`config.mk`:
```
export PLATFORM = sky130hd
export DESIGN_NAME = i2s_master_tx
export DESIGN_NICKNAME = d
export VERILOG_FILES = /design/src/rtl/i2s_master_tx.sv
export SDC_FILE = /design/constraint.sdc
export NUM_CORES = 1
export LEC_CHECK = 0
export BUFFER_PORTS_ARGS = -buffer_cell sky130_fd_sc_hd__buf_4
export CORE_AREA = 2 2 112 114
export DETAILED_ROUTE_END_ITERATION = 6
export DIE_AREA = 0 0 114 116
export REMOVE_ABC_BUFFERS = 1
export SLEW_MARGIN = 15
export SYNTH_ARGS = -nofsm -noshare
export SYNTH_HDL_FRONTEND = slang
export SYNTH_SLANG_ARGS = --single-unit
```
`constraint.sdc`:
```
create_clock -name clk -period 3.4 [get_ports clk]
set_input_delay 0.17 -clock clk [delete_from_list [all_inputs] [get_ports clk]]
set_output_delay 0.17 -clock clk [all_outputs]
set_load 0.02 [all_outputs]
```
`src/rtl/i2s_master_tx.sv`:
```
// rtl/i2s_master_tx.sv - I2S bus master: derives BCLK/LRCLK from clk and shifts stereo samples out MSB-first
// Standard I2S framing: the MSB follows the LRCLK edge by one BCLK. Inputs pass through a one-deep pending buffer.
module i2s_master_tx #(
  parameter int BITSIZE  = 16,
  parameter int SLOT     = 32,
  parameter int BCLK_DIV = 8
) (
  input  logic               clk,
  input  logic               rst,
  input  logic [BITSIZE-1:0] left_chan,
  input  logic [BITSIZE-1:0] right_chan,
  input  logic               in_valid,
  output logic               in_ready,
  output logic               bclk,
  output logic               lrclk,
  output logic               sdata,
  output logic               frame_strobe,
  output logic               underrun
);

  localparam int FRAME = 2 * SLOT;
  localparam int BW    = $clog2(FRAME);
  localparam int DW    = (BCLK_DIV > 1) ? $clog2(BCLK_DIV) : 1;

  localparam logic [BW-1:0]      LAST_BIT = BW'(FRAME - 1);
  localparam logic [BW-1:0]      SLOT_B   = BW'(SLOT);
  localparam logic [BW-1:0]      BITS_B   = BW'(BITSIZE);
  localparam logic [DW-1:0]      DIV_LAST = DW'(BCLK_DIV - 1);
  localparam logic [BITSIZE-1:0] ONE      = BITSIZE'(1);

  logic [DW-1:0]      div_cnt_q, div_cnt_d;
  logic [BW-1:0]      bit_cnt_q, bit_cnt_d;
  logic               bclk_q, bclk_d;
  logic               lrclk_q, lrclk_d;
  logic               sdata_q, sdata_d;
  logic               strobe_q, strobe_d;
  logic               under_q, under_d;
  logic               ready_q, ready_d;
  logic               pend_full_q, pend_full_d;
  logic [BITSIZE-1:0] pend_l_q, pend_l_d, pend_r_q, pend_r_d;
  logic [BITSIZE-1:0] act_l_q, act_l_d, act_r_q, act_r_d;

  logic               fall, load, accept, right_slot;
  logic [BW-1:0]      nxt_bit, pos, shift;
  logic [BITSIZE-1:0] ch;

  always_comb begin
    div_cnt_d   = div_cnt_q;
    bit_cnt_d   = bit_cnt_q;
    bclk_d      = bclk_q;
    lrclk_d     = lrclk_q;
    sdata_d     = sdata_q;
    pend_full_d = pend_full_q;
    pend_l_d    = pend_l_q;
    pend_r_d    = pend_r_q;
    act_l_d     = act_l_q;
    act_r_d     = act_r_q;

    if (div_cnt_q == DIV_LAST) begin
      div_cnt_d = '0;
      bclk_d    = !bclk_q;
    end else begin
      div_cnt_d = div_cnt_q + 1'b1;
    end

    fall    = (div_cnt_q == DIV_LAST) && bclk_q;
    nxt_bit = (bit_cnt_q == LAST_BIT) ? '0 : bit_cnt_q + 1'b1;
    load    = fall && (nxt_bit == '0);
    accept  = in_valid && ready_q;

    strobe_d = load;
    under_d  = load && !pend_full_q;

    if (load) begin
      act_l_d     = pend_full_q ? pend_l_q : '0;
      act_r_d     = pend_full_q ? pend_r_q : '0;
      pend_full_d = 1'b0;
    end

    // An accept coinciding with a load lands in pending, so it waits for the next frame.
    if (accept) begin
      pend_l_d    = left_chan;
      pend_r_d    = right_chan;
      pend_full_d = 1'b1;
    end
    ready_d = !pend_full_d;

    right_slot = (nxt_bit >= SLOT_B);
    pos        = right_slot ? (nxt_bit - SLOT_B) : nxt_bit;
    ch         = right_slot ? act_r_d : act_l_d;
    shift      = BITS_B - pos;

    if (fall) begin
      bit_cnt_d = nxt_bit;
      lrclk_d   = right_slot;
      sdata_d   = (pos != '0) && (pos <= BITS_B) && (|(ch & (ONE << shift)));
    end
  end

  always_ff @(posedge clk) begin
    if (rst) begin
      div_cnt_q   <= '0;
      bit_cnt_q   <= LAST_BIT;
      bclk_q      <= 1'b0;
      lrclk_q     <= 1'b0;
      sdata_q     <= 1'b0;
      strobe_q    <= 1'b0;
      under_q     <= 1'b0;
      ready_q     <= 1'b0;
      pend_full_q <= 1'b0;
      pend_l_q    <= '0;
      pend_r_q    <= '0;
      act_l_q     <= '0;
      act_r_q     <= '0;
    end else begin
      div_cnt_q   <= div_cnt_d;
      bit_cnt_q   <= bit_cnt_d;
      bclk_q      <= bclk_d;
      lrclk_q     <= lrclk_d;
      sdata_q     <= sdata_d;
      strobe_q    <= strobe_d;
      under_q     <= under_d;
      ready_q     <= ready_d;
      pend_full_q <= pend_full_d;
      pend_l_q    <= pend_l_d;
      pend_r_q    <= pend_r_d;
      act_l_q     <= act_l_d;
      act_r_q     <= act_r_d;
    end
  end

  assign in_ready     = ready_q;
  assign bclk         = bclk_q;
  assign lrclk        = lrclk_q;
  assign sdata        = sdata_q;
  assign frame_strobe = strobe_q;
  assign underrun     = under_q;

endmodule
```
Yosys cells after proc, flatten, opt, wreduce, memory -nomap -nowiden --
Cells that the tools add are included.
Word-level totals: output and inout bits 6, memories 0, memory bits (writable) 0, memory bits (read-only) 0, bits of input ports 35, bits in registers 80, latch bits 0
Cells by class: multipliers 0, divide/modulo/power cells 0, eq/ne operators 2, multiplexer cells 9, order comparisons 2, bitwise gates (word level) 1, shift operators 1, add/subtract/negate cells 4, reductions and logical operators 13
Operator list (count):
- two-way mux 16 bit | 5
- bitwise AND 16 bit | 1
- OR reduction 16 bit | 1
- << shifter 1 x 6 -> 16 bit (first input constant) | 1
- two-way mux 6 bit | 2
- adder 6 x 1 -> 6 bit (second input constant) | 1
- == test 6 bit (second input constant) | 1
- greater-or-equal comparator 6 bit (second input constant) | 1
- <= comparator 6 x 5 -> 1 bit (second input constant) | 1
- logical AND 1 bit | 6
- zero test 6 bit | 1
- nonzero test 6 bit | 1
- subtractor 5 x 6 -> 6 bit (first input constant) | 1
- subtractor 6 bit (second input constant) | 1
- adder 3 x 1 -> 3 bit (second input constant) | 1
- == test 3 bit (second input constant) | 1
- zero test 1 bit | 3
- two-way mux 1 bit | 2
- OR reduction 2 bit | 1

Depth between registers and ports, before layout --
Gate-level depths: netlist (run 1).
word-level depth 9, gate-level depth with buffers 13, depth with buffers taken out 10

Least setup slack after synthesis (run 1) --
OpenSTA, ideal clock, no wires.
kind register to register, start register bit_cnt_q[1], end register sdata_q, in the netlist sdata, clock period less this slack 3.013 ns, buffers on the path 1, arrival 2.883 ns, setup time 0.131 ns, slack 0.387 ns, stages on the path, launching flop included 12, cell sequence dfxtp_1 ha_1 buf_2 nand3_2 xor2_2 inv_2 nor4b_4 mux2i_1 o32ai_1 or4_1 nor4_1 o41ai_2
Between the ends: word-level cells in the longest chain between the ends 9
Ends and longest elaborated chain:
- start, declared | line 32 | logic [BW-1:0] bit_cnt_q, bit_cnt_d;
- start signal, assigned | line 117 | bit_cnt_q <= bit_cnt_d;
- adder 6 x 1 -> 6 bit / == test 6 bit (equally long branches) | line 67 | nxt_bit = (bit_cnt_q == LAST_BIT) ? '0 : bit_cnt_q + 1'b1;
- two-way mux 6 bit * | line 67
- via nxt_bit[4] | line 44 | logic [BW-1:0] nxt_bit, pos, shift;
- subtractor 6 bit (tied with other cells) | line 89 | pos = right_slot ? (nxt_bit - SLOT_B) : nxt_bit;
- two-way mux 6 bit / logical AND 1 bit (equally long branches) | line 89, 68
- subtractor 5 x 6 -> 6 bit / two-way mux 16 bit (equally long branches) | line 91, 74
- << shifter 1 x 6 -> 16 bit / two-way mux 16 bit (equally long branches) | line 96, 90
- bitwise AND 16 bit | line 96 | sdata_d = (pos != '0) && (pos <= BITS_B) && (|(ch & (ONE << shift)));
- OR reduction 16 bit | line 96
- logical AND 1 bit * | line 96
- end signal, assigned | line 120 | sdata_q <= sdata_d;
- end, declared | line 35 | logic sdata_q, sdata_d;
The timed path passes the listed nets; every way through them passes the cells marked *. A chain may end at the register's enable or synchronous reset.

Final worst setup path (run 1) --
start register bit_cnt_q[1], end register sdata_q, in the netlist sdata
Between the ends: word-level cells in the longest chain between the ends 9
Ends and longest elaborated chain (line):
- adder 6 x 1 -> 6 bit / == test 6 bit (equally long branches) | 67
- two-way mux 6 bit * | 67
- subtractor 6 bit (tied with other cells) | 89
- two-way mux 6 bit / logical AND 1 bit (equally long branches) | 89, 68
- subtractor 5 x 6 -> 6 bit / two-way mux 16 bit (equally long branches) | 91, 74
- << shifter 1 x 6 -> 16 bit / two-way mux 16 bit (equally long branches) | 96, 90
- bitwise AND 16 bit | 96
- OR reduction 16 bit | 96
- logical AND 1 bit * | 96
Every way passes the cells marked *; elsewhere a longest branch is shown, timed or not.

==> impl_results.md, run 1 <==
* Net count reported at finish at 514
* Max Buffers Root-to-Sink at 2
* Die area at 0.01322 mm²
* Measured slew at the worst slew-check pin at 1.059 ns
* WL/cell at 13.38 µm
* Final Max Slew Viols at 0
* Fill cell count at 1243
* RePlAce Congestion at 0.8980
* VDD IR max at 0.0002042 V
* # DRC at 0
* IO Pins at 41
* Min Tclk post-route at 3.104 ns
* Clk sinks at 80
* Pre-Repair DR Iteration Count at 4
* Pin count of the biggest net entering global routing at 82
* H-tree Lvls at 3
* Reg2Reg Depth at 10
* CP max FO at 7
* Hold Startpoint: right_chan[0]
* Vias at 3149
* Register clock-pin slew on the reported worst setup and hold paths at 0.06 ns
* Initial Utilization at 29.74%
* Cts-stage hold buffer count at 0
* TritonCTS buffer count at 9
* Endpoints failing setup at 0
* Routed wire length at 8374 µm
* Chip height at 116 µm
* Initial DRC Count at 159
* Setup Skew at 0.007300 ns
* Port bufs at 40
* Number of global-route vias before repair at 2925
* Status: complete, no violations
* Hold crit path type: in2reg
* Chip Width at 114 µm
* Register area share after synthesis at 45.21%
* Worst Setup EP: sdata$_SDFFE_PP0P_
* Leakage at 1.618 nW
* Top-count cell post-synth: nand2_1
* Worst R2R Setup Slack at 0.30 ns
* Clk root buf: clkbuf_16
* Yosys cell types at 56
* Share of flip-flops with an asynchronous set or reset at 0%
* Avg Vias per Cell at 5.030
* Kind of end point of the critical path: flip-flop
* Top cell type's share of synthesized area at 45.21%
* Critical R2R Launch: bit_cnt_q[1]$_SDFFE_PP1P_
* Top cells by count, synth: nand2_1 (97), dfxtp_1 (80), a21oi_1 (70), nand3_1 (27), nor2_1 (26)
* Design Area, Final at 0.004334 mm²
* Final Util at 36.39%
* Unrepaired setup endpoints after global routing: false
* Critical path startpoint category: flip-flop
* Yosys top cell by area: dfxtp_1
* Post-Syn Area per Cell at 8.032 µm²
* Clk Latency, worst-skew pair at 0.33 ns
* Area Overhead vs Synth at 22.36%
* Total GRT Usage at 12.88%
* YS warnings at 0
* Placed cell areas at 0.003988 mm²
* PwrDens at 488.7 mW/mm²
* Synth top area cells: dfxtp_1 (45%), nand2_1 (10%), a21oi_1 (9.9%)
* CP arrival at 3.31 ns
* CP startpoint: bit_cnt_q[1]$_SDFFE_PP1P_
* Initial antenna violation count at 0
* GRT Residual Overflow at 0
* Cells after Synth at 441
* Core area at 0.01191 mm²
* Yosys reg bits at 80
* Proportion of layout cells with a drive suffix above 1 at 17.33%
* Dominant synthesized flop cell: dfxtp_1
* Area of the mapped netlist at 0.003542 mm²
* Slew Limit Headroom at 29.24%
* Row Count at 40
* Peak Freq at 0.3222 GHz
* Final Hold Viols at 0
* DRT antenna net count at 0
* Inserted Diodes at 0
* Critical Path RT at 3.60 ns
* Final Cycle Share at 91.29%
* Global-route wire length before repair at 13750 µm
* CP Class: reg2reg
* EDFF count, synth at 0
* FF-to-FF End: sdata$_SDFFE_PP0P_
* Max-cap violations at 0
* CTS tree: built
* Post-DP HPWL at 5860 µm
kinds of logic after synthesis:
logic type	count (synthesis)	share of synthesized area [%]
xor+xnor	4	1.201
mux	8	2.402
flops	80	45.21
simple gates	194	25.79
compound gates	111	18.83
buf+inv	39	4.804
fa+ha+maj	5	1.766
worst max-delay path: stages (launching register included):
cell,delay [ns]
dfxtp_1,0.44
ha_1,0.28
nand2_1,0.15
a211oi_1,0.28
nor4b_4,0.28
buf_4,0.19
mux2i_1,0.25
o32ai_1,0.10
or4_1,0.52
nor4_1,0.37
o41ai_2,0.13
layer usage:
metal | GRT usage, % | part of all wire (%) | up-vias
met2 | 21.03 | 46 | 50
met1 | 16.90 | 49 | 1488
met5 | 0 | 0 | -
met3 | 2.144 | 2.9 | 13
met4 | 5.528 | 1.8 | 0
li1 | - | - | 1598
worst min-delay path by stage:
stage | to | cells after the start
finish | pend_r_q[0]$_SDFFE_PP0P_ | 3
global route | pend_l_q[3]$_SDFFE_PP0P_ | 3
CTS | pend_r_q[0]$_SDFFE_PP0P_ | 3
detailed placement | div_cnt_q[0]$_SDFF_PP0_ | 1
global placement | div_cnt_q[0]$_SDFF_PP0_ | 1
floorplan | act_l_q[0]$_SDFF_PP0_ | 1
placed cells by master, fill, tap and decap left out, types with 2 or more instances in the layout:
| cell | count |
|---|---|
| a21boi_0 | 3 |
| o21ai_0 | 7 |
| a211o_1 | 5 |
| nor3_1 | 7 |
| a22oi_1 | 2 |
| o21bai_1 | 4 |
| ha_1 | 5 |
| nand3b_1 | 2 |
| xor2_1 | 2 |
| mux2i_1 | 6 |
| a21oi_1 | 70 |
| nor2_1 | 26 |
| clkbuf_16 | 9 |
| nor4_1 | 4 |
| nand3_1 | 27 |
| clkinv_4 | 2 |
| inv_1 | 2 |
| a22o_1 | 3 |
| a31oi_1 | 2 |
| nor3b_1 | 4 |
| dfxtp_1 | 80 |
| buf_4 | 58 |
| bufinv_16 | 2 |
| and2_1 | 8 |
| a21o_1 | 2 |
| nand2_1 | 97 |
| and3_1 | 6 |
| a211oi_1 | 2 |
area by class of cell:
cell class / instances / area (µm²) / share of cell area [%]
Timing Repair Buffer: 58 / 435.4 / 10.05
Multi-Input combinational cell: 322 / 1772 / 40.88
Inverter: 3 / 11.26 / 0.2598
Clock buffer: 10 / 239.0 / 5.514
Sequential cell: 80 / 1602 / 36.95
Clock inverter: 6 / 91.34 / 2.107
Tap cell: 147 / 183.9 / 4.244
per-stage QoR:
step	total power [W]	worst slack [ns]	setup TNS, ns	std cells	hold WS (ns)
2_1_floorplan	0.001033	-0.4565	-0.4565	405	0.2391
3_3_place_gp	0.001093	0.2895	0	608	0.4117
3_5_place_dp	0.001098	0.2678	0	608	0.4234
4_1_cts	0.002142	0.2161	0	624	0.08058
5_1_grt	0.002198	0.1385	0	626	0.07891
6_report	0.002118	0.2961	0	626	0.08767
power by group:
part	internal [W]	switching [W]
clock	0.000667	0.000377
combinational	0.0000450	0.0000536
sequential	0.000961	0.0000152
registers in the layout, indices dropped and copies added, names as in the netlist:
signal,cells
act_l_q,16
act_r_q,16
bclk,1
bit_cnt_q,6
div_cnt_q,3
frame_strobe,1
in_ready,1
lrclk,1
pend_full_q,1
pend_l_q,16
pend_r_q,16
sdata,1
underrun,1
repair_timing:
action,in CTS,in global routing
endpoints found under the setup margin,0,1
setup buffers,0,2
gates resized for setup,0,0
Note: power is estimated with default switching activity, not from simulation.
==> inputs of run 2 (changes only) <==
--- a/config.mk
+++ b/config.mk
@@ -5,10 +5,11 @@
 export SDC_FILE = /design/constraint.sdc
 export NUM_CORES = 1
 export LEC_CHECK = 0
+export ABC_AREA = 1
 export BUFFER_PORTS_ARGS = -buffer_cell sky130_fd_sc_hd__buf_4
-export CORE_AREA = 2 2 112 114
+export CORE_AREA = 2 2 115 117
 export DETAILED_ROUTE_END_ITERATION = 6
-export DIE_AREA = 0 0 114 116
+export DIE_AREA = 0 0 117 119
 export REMOVE_ABC_BUFFERS = 1
 export SLEW_MARGIN = 15
 export SYNTH_ARGS = -nofsm -noshare
==> impl_results.md, run 2 <==
* Status: complete, no violations
* Top-count cell post-synth: nand2_1
* Worst R2R Setup Slack at 0.86 ns (+0.56 ns)
* Endpoints failing setup at 0 (unchanged)
* Unrepaired setup endpoints after global routing: false
* DRT antenna net count at 0 (unchanged)
* Post-Syn Area per Cell at 6.671 µm² (-17%)
* Yosys top cell by area: dfxtp_1
* Global-route wire length before repair at 15140 µm (+10%)
* Critical path startpoint category: flip-flop
* Hold Startpoint: right_chan[0]
* Inst Count DP at 757 (+25%)
* CP arrival at 2.76 ns (-0.55 ns)
* Final Non-Filler Cells at 773 (+23%)
* Yosys reg bits at 80 (unchanged)
* # DRC at 0 (unchanged)
* CP Class: reg2reg
* Reg2Reg Depth at 13 (+3)
* EDFF count, synth at 0 (unchanged)
* GRT met1 Usage at 17.41% (+0.51 points)
* Core area at 0.01287 mm² (+8.1%)
* Vias at 3483 (+11%)
* TritonCTS buffer count at 9 (unchanged)
* FF-to-FF End: sdata$_SDFFE_PP0P_
* PwrDens at 471.2 mW/mm² (-3.6%)
* Final worst slack at 0.8568 ns (+0.5607 ns)
* YS warnings at 0 (unchanged)
* PostCTS Resize Cnt at 0 (unchanged)
* Top cell type's share of synthesized area at 42.57% (-2.6 points)
* Hold crit path type: in2reg
* RePlAce Congestion at 0.9134 (+1.7%)
* Row Count at 42 (+5.0%)
* Max Buffers Root-to-Sink at 2 (unchanged)
* CP cell instances: nand2_1 -> nor2_1 -> nand3_1 -> nand2_2 -> inv_1 -> nand3_1 -> nand2_1 -> nand2_1 -> nand2_1 -> nor2_1 -> nand2_1 -> o21ai_1 -> nand2_1
* Slew Limit Headroom at 35.64% (+6.4 points)
* Post-DP HPWL at 6079 µm (+3.7%)
* Most frequent cells in the layout: nand2_1 (157), nor2_1 (120), dfxtp_1 (80), buf_4 (44), nand3_1 (42)
* Clk sinks at 80 (unchanged)
* Die area at 0.01392 mm² (+5.3%)
* Critical R2R Launch: bit_cnt_q[2]$_SDFFE_PP1P_
* GR peak layer: met2
* M3 GR Usage at 2.595% (+0.45 points)
* Setup Skew at 0.01031 ns (+0.003007 ns)
* H-tree Lvls at 3 (unchanged)
* Synth top area cells: dfxtp_1 (43%), nand2_1 (16%), nor2_1 (12%)
* Avg Vias per Cell at 4.506 (-10%)
* Area of the multi-input gates at 0.001889 mm² (+6.6%)
* Clk Latency, worst-skew pair at 0.33 ns (about the same)
* Max-cap violations at 0 (unchanged)
* Leakage at 2.038 nW (+26%)
* Pin count of the biggest net entering global routing at 42 (-49%)
* Cells after Synth at 564 (+28%)
* Routed wire length at 8798 µm (+5.1%)
* CTS tree: built
* Port bufs at 40 (unchanged)
* Setup TNS at 0 ns (unchanged)
* Measured slew at the worst slew-check pin at 0.9644 ns (-0.09439 ns)
* Area Overhead vs Synth at 19.99%
* Dominant synthesized flop cell: dfxtp_1
* GRT Residual Overflow at 0 (unchanged)
* GR Util met2 at 21.39% (+0.36 points)
* Share of flip-flops with an asynchronous set or reset at 0% (unchanged)
* Proportion of layout cells with a drive suffix above 1 at 12.06% (-5.3 points)
* Chip Width at 117 µm (+2.6%)
* CP most frequent cell: nand2_1
* Final Max Slew Viols at 0 (unchanged)
* Pre-Repair DR Iteration Count at 4 (unchanged)
* Number of global-route vias before repair at 3435 (+17%)
* Cts-stage hold buffer count at 0 (unchanged)
* Inserted Diodes at 0 (unchanged)
* Top cells by count, synth: nand2_1 (157), nor2_1 (120), dfxtp_1 (80), nand3_1 (42), o21ai_0 (37)
* Pre-CTS setup slack at 0.8994 ns (+0.6316 ns)
* Chip height at 119 µm (+2.6%)
* Min Tclk post-route at 2.543 ns (-0.5607 ns)
* VDD IR max at 0.0002434 V (+19%)
* Total GRT Usage at 13.38% (+0.50 points)
* IO Pins at 41 (unchanged)
* Hold depth at 3 (unchanged)
* Area of the mapped netlist at 0.003762 mm² (+6.2%)
* WL/cell at 11.38 µm (-15%)
* Most common cell after layout, fill and taps aside: nand2_1
* CP startpoint: bit_cnt_q[2]$_SDFFE_PP1P_
* Register area share after synthesis at 42.57% (-2.6 points)
* Final Cycle Share at 74.80% (-16 points)
* CP max FO at 17 (+10)
* Initial DRC Count at 155 (-2.5%)
* Final Hold Viols at 0 (unchanged)
* Slowest cell on crit path: dfxtp_1
* Register area at 0.001602 mm² (unchanged)
* Fill cell count at 1404 (+13%)
* Peak Freq at 0.3932 GHz (+22%)
* Post-CTS setup buffers at 0 (unchanged)
* Hold EP: pend_r_q[0]$_SDFFE_PP0P_
* Initial Utilization at 29.22% (-0.51 points)
* Yosys cell types at 27 (-52%)
* Clk root buf: clkbuf_16
* Kind of end point of the critical path: flip-flop
* Register clock-pin slew on the reported worst setup and hold paths at 0.06 ns (about the same)
* Net count reported at finish at 632 (+23%)
* Worst path max stage delay at 0.56 ns (+0.04 ns)
* Critical Path RT at 3.62 ns (+0.02 ns)
* Initial antenna violation count at 0 (unchanged)
-- run 2: through the flow --
step / instance area (µm²) / util [%] / hold WS, ns / power (W)
finish: 4514 / 35.06 / 0.08722 / 0.002127
global route: 4514 / 35.06 / 0.09357 / 0.002206
CTS: 4514 / 35.06 / 0.08173 / 0.002156
detailed placement: 4200 / 32.62 / 0.4160 / 0.001136
global placement: 4200 / 32.62 / 0.4046 / 0.001131
floorplan: 3630 / - / 0.2391 / 0.001070
-- run 2: cell type report --
| type | instances | area share, % |
|---|---|---|
| sequential | 80 | 35.48 |
| clock buffer | 11 | 5.155 |
| multi-input combinational | 419 | 41.85 |
| timing repair buffer | 45 | 7.761 |
| clock inverter | 5 | 1.802 |
| inverter | 37 | 3.076 |
| tap | 176 | 4.878 |
-- run 2: per-layer routing --
metal  up-vias  wire [µm]
met5         -          0
met4         0        168
met3        16        344
met2        59       3988
met1      1557       4296
li1       1851          -
-- run 2: how the worst max path moves through the flow --
| stage | slack, ns | cells past startpoint | endpoint |
|---|---|---|---|
| after floorplan | 0.80 | 16 | sdata$_SDFFE_PP0P_ |
| after global placement | 1.0 | 17 | sdata$_SDFFE_PP0P_ |
| after detailed placement | 0.90 | 13 | sdata$_SDFFE_PP0P_ |
| after CTS | 0.87 | 13 | sdata$_SDFFE_PP0P_ |
| after global routing | 0.54 | 13 | sdata$_SDFFE_PP0P_ |
| final | 0.86 | 13 | sdata$_SDFFE_PP0P_ |
-- run 2: report_power, final --
group,internal [W],total (W),switching (W)
Clock,0.000643,0.00102,0.000373
Combinational,0.0000549,0.000121,0.0000665
Sequential,0.000971,0.000990,0.0000190
Total,0.00167,0.00213,0.000458
-- run 2: critical path: cells and delay by family, from the launching register on --
kind                   cells  cell delay (ns)
AO/OA/AOI/OAI              1             0.13
AND/OR/NAND/NOR           11             1.40
flip-flops                 1             0.56
buffers and inverters      1             0.34
-- run 2: cells by family (layout without fill, tap and decap cells) --
kind of cell,count (synthesis),after routing,synth area share [%]
AO/OA/AOI/OAI,73,73,11.11
buffers and inverters,65,98,7.216
adder cells (fa/ha/maj),5,5,1.663
flip-flops,80,80,42.57
AND/OR/NAND/NOR,341,341,37.45
==> inputs of run 3 (changes only) <==
==> constraint.sdc (replaced) <==
create_clock -name clk -period 2.25 [get_ports clk]
set_input_delay 0.1125 -clock clk [delete_from_list [all_inputs] [get_ports clk]]
set_output_delay 0.1125 -clock clk [all_outputs]
set_load 0.02 [all_outputs]
==> impl_results.md, run 3 (same netlist as run 2, synthesis figures left out) <==
* Final Util at 37.35% (+2.3 points)
* Area Overhead vs Synth at 27.80%
* Pre-CTS setup slack at 0.01404 ns (-0.8853 ns)
* Clk root buf: clkbuf_16
* Max-cap violations at 0 (unchanged)
* WL/cell at 11.59 µm (+1.8%)
* FF-to-FF End: sdata$_SDFFE_PP0P_
* Initial antenna violation count at 0 (unchanged)
* DRT antenna net count at 0 (unchanged)
* Die area at 0.01392 mm² (unchanged)
* Inst Count DP at 772 (+2.0%)
* VDD IR max at 0.0003520 V (+45%)
* Sequential share of power at 48.8% (+2.3 points)
* Number of global-route vias before repair at 3466 (+0.90%)
* Routed wire length at 9215 µm (+4.7%)
* # DRC at 0 (unchanged)
* Inserted Diodes at 0 (unchanged)
* Min Tclk post-route at 2.211 ns (-0.3321 ns)
* Vias at 3586 (+3.0%)
* Final Hold Viols at 0 (unchanged)
* CP arrival at 2.44 ns (-0.32 ns)
* Net count reported at finish at 654 (+3.5%)
* Buffers & Inverters on Critical Path at 2 (+1)
* Delay-heaviest family, CP: simple AND/OR/NAND/NOR gates
* CP cell instances: ha_4 -> nand2_4 -> nor2_1 -> nand2_1 -> buf_4 -> nand2_1 -> nand3_1 -> nand2_1 -> inv_1 -> nand2_2 -> nor2_1 -> nand3_1 -> nand2_1 -> nor2_1 -> nand2_1 -> o21ai_1 -> nand2_1
* Total GRT Usage at 14.01% (+0.64 points)
* Worst R2R Setup Slack at 0.04 ns (-0.82 ns)
* GRT Residual Overflow at 0 (unchanged)
* Post-DP HPWL at 6307 µm (+3.8%)
* Chip Width at 117 µm (unchanged)
* Port bufs at 40 (unchanged)
* Design Area, Final at 0.004808 mm² (+6.5%)
* Hold crit path type: in2reg
* Cts-stage hold buffer count at 0 (unchanged)
* Clock power frac at 45.0% (-2.8 points)
* Proportion of layout cells with a drive suffix above 1 at 17.93% (+5.9 points)
* Pin count of the biggest net entering global routing at 42 (unchanged)
* IO Pins at 41 (unchanged)
* Chip height at 119 µm (unchanged)
* Core area at 0.01287 mm² (unchanged)
* WL met2 at 4244 µm (+6.4%)
* Row Count at 42 (unchanged)
* CP most frequent cell: nand2_1
* Slew Limit Headroom at 42.62% (+7.0 points)
* Unrepaired setup endpoints after global routing: true
* PwrDens at 637.2 mW/mm² (+35%)
* Max Buffers Root-to-Sink at 2 (unchanged)
* Peak Freq at 0.4523 GHz (+15%)
* Register clock-pin slew on the reported worst setup and hold paths at 0.06 ns (about the same)
* CP Class: reg2reg
* CP max FO at 6 (-11)
* Final Cycle Share at 98.27% (+23 points)
* Critical Path RT at 2.48 ns (-1.14 ns)
* Most common cell after layout, fill and taps aside: nand2_1
* Reg2Reg Depth at 17 (+4)
* Switching Share at 22.14% (+0.60 points)
* Combinational group share of total power at 6.2% (+0.5 points)
* Initial DRC Count at 151 (-2.6%)
* Switching power at 0.0006784 W (+48%)
* Leakage at 2.175 nW (+6.7%)
* Pint at 0.002385 W (+43%)
* Critical path startpoint category: flip-flop
* Kind of end point of the critical path: flip-flop
* H-tree Lvls at 3 (unchanged)
* Final Non-Filler Cells at 795 (+2.8%)
* DRT met1 WL at 4518 µm (+5.2%)
* Met3 WL at 317 µm (-7.8%)
* Status: complete, no violations
* Most frequent cells in the layout: nand2_1 (152), nor2_1 (118), dfxtp_1 (77), buf_4 (59), nand3_1 (41)
* Slowest cell on crit path: dfxtp_2
* Highest Signal Layer: met4
* Hold depth at 3 (unchanged)
* CTS tree: built
* Global-route wire length before repair at 15600 µm (+3.1%)
* Placed cell areas at 0.004363 mm² (+3.9%)
* Pre-Repair DR Iteration Count at 4 (unchanged)
* Setup TNS at 0 ns (unchanged)
* Final worst slack at 0.03889 ns (-0.8179 ns)
* Setup Skew at 0.005576 ns (-0.004731 ns)
* Hold EP: pend_l_q[11]$_SDFFE_PP0P_
* Critical R2R Launch: bit_cnt_q[1]$_SDFFE_PP1P_
* Avg Vias per Cell at 4.511 (+0.11%)
* Measured slew at the worst slew-check pin at 0.8598 ns (-0.1046 ns)
* TritonCTS buffer count at 9 (unchanged)
* Hold Startpoint: left_chan[11]
* Worst path max stage delay at 0.35 ns (-0.21 ns)
* RePlAce Congestion at 0.9205 (+0.78%)
* Final Max Slew Viols at 0 (unchanged)
* Endpoints failing setup at 0 (unchanged)
* Clk sinks at 80 (unchanged)
* Clk Latency, worst-skew pair at 0.33 ns (about the same)
* Initial Utilization at 29.22% (unchanged)
* Fill cell count at 1402 (-0.14%)
## run 3: power by group through the flow
stage	logic, W	registers [W]	clock network [W]
6_report	0.000189	0.00150	0.00138
3_5_place_dp	0.000193	0.00153	0
4_1_cts	0.000193	0.00150	0.00141
3_3_place_gp	0.000188	0.00153	0
2_1_floorplan	0.0000912	0.00153	0
5_1_grt	0.000222	0.00150	0.00147
## run 3: worst max path at each step
| stage | start | to | slack [ns] | cells past startpoint |
|---|---|---|---|---|
| after floorplan | bit_cnt_q[0]$_SDFFE_PP1P_ | sdata$_SDFFE_PP0P_ | -0.35 | 16 |
| after global placement | bit_cnt_q[0]$_SDFFE_PP1P_ | sdata$_SDFFE_PP0P_ | 0.02 | 17 |
| after detailed placement | bit_cnt_q[1]$_SDFFE_PP1P_ | sdata$_SDFFE_PP0P_ | 0.01 | 16 |
| after CTS | bit_cnt_q[1]$_SDFFE_PP1P_ | sdata$_SDFFE_PP0P_ | 0.002 | 16 |
| after global routing | bit_cnt_q[1]$_SDFFE_PP1P_ | sdata$_SDFFE_PP0P_ | -0.13 | 20 |
| final | bit_cnt_q[1]$_SDFFE_PP1P_ | sdata$_SDFFE_PP0P_ | 0.04 | 17 |
## run 3: stage by stage
stage,total power [W],hold WS (ns)
CTS,0.003101,0.01796
global route,0.003198,0.04243
floorplan,0.001617,0.1816
global placement,0.001714,0.3694
detailed placement,0.001720,0.3707
finish,0.003064,0.02692
## run 3: timing repair
| action | in CTS | in global routing |
|---|---|---|
| setup buffers | 0 | 5 |
| cloned | 0 | 2 |
| resized for setup | 1 | 22 |
| pin swaps | 1 | 9 |
| setup endpoints to repair | 1 | 1 |
## run 3: layer usage
| metal | vias up | global-route usage [%] |
|---|---|---|
| met5 | - | 0 |
| met4 | 0 | 5.882 |
| met3 | 14 | 2.392 |
| met2 | 63 | 22.43 |
| met1 | 1616 | 18.49 |
| li1 | 1893 | - |
## run 3: cell type report
cell class                      instances  area, µm²  share of cell area [%]
Clock buffer                           13      270.3                   5.621
Multi-Input combinational cell        419       1943                   40.41
Clock inverter                          3      15.01                  0.3123
Inverter                               37      141.4                   2.940
Tap cell                              176      220.2                   4.580
Sequential cell                        80       1605                   33.39
Timing Repair Buffer                   67      613.1                   12.75
## run 3: tightest hold or removal path, delay by kind of cell
kind	cells	cell delay, ns
buf+inv	1	0.08
compound gates	1	0.07
simple gates	1	0.07
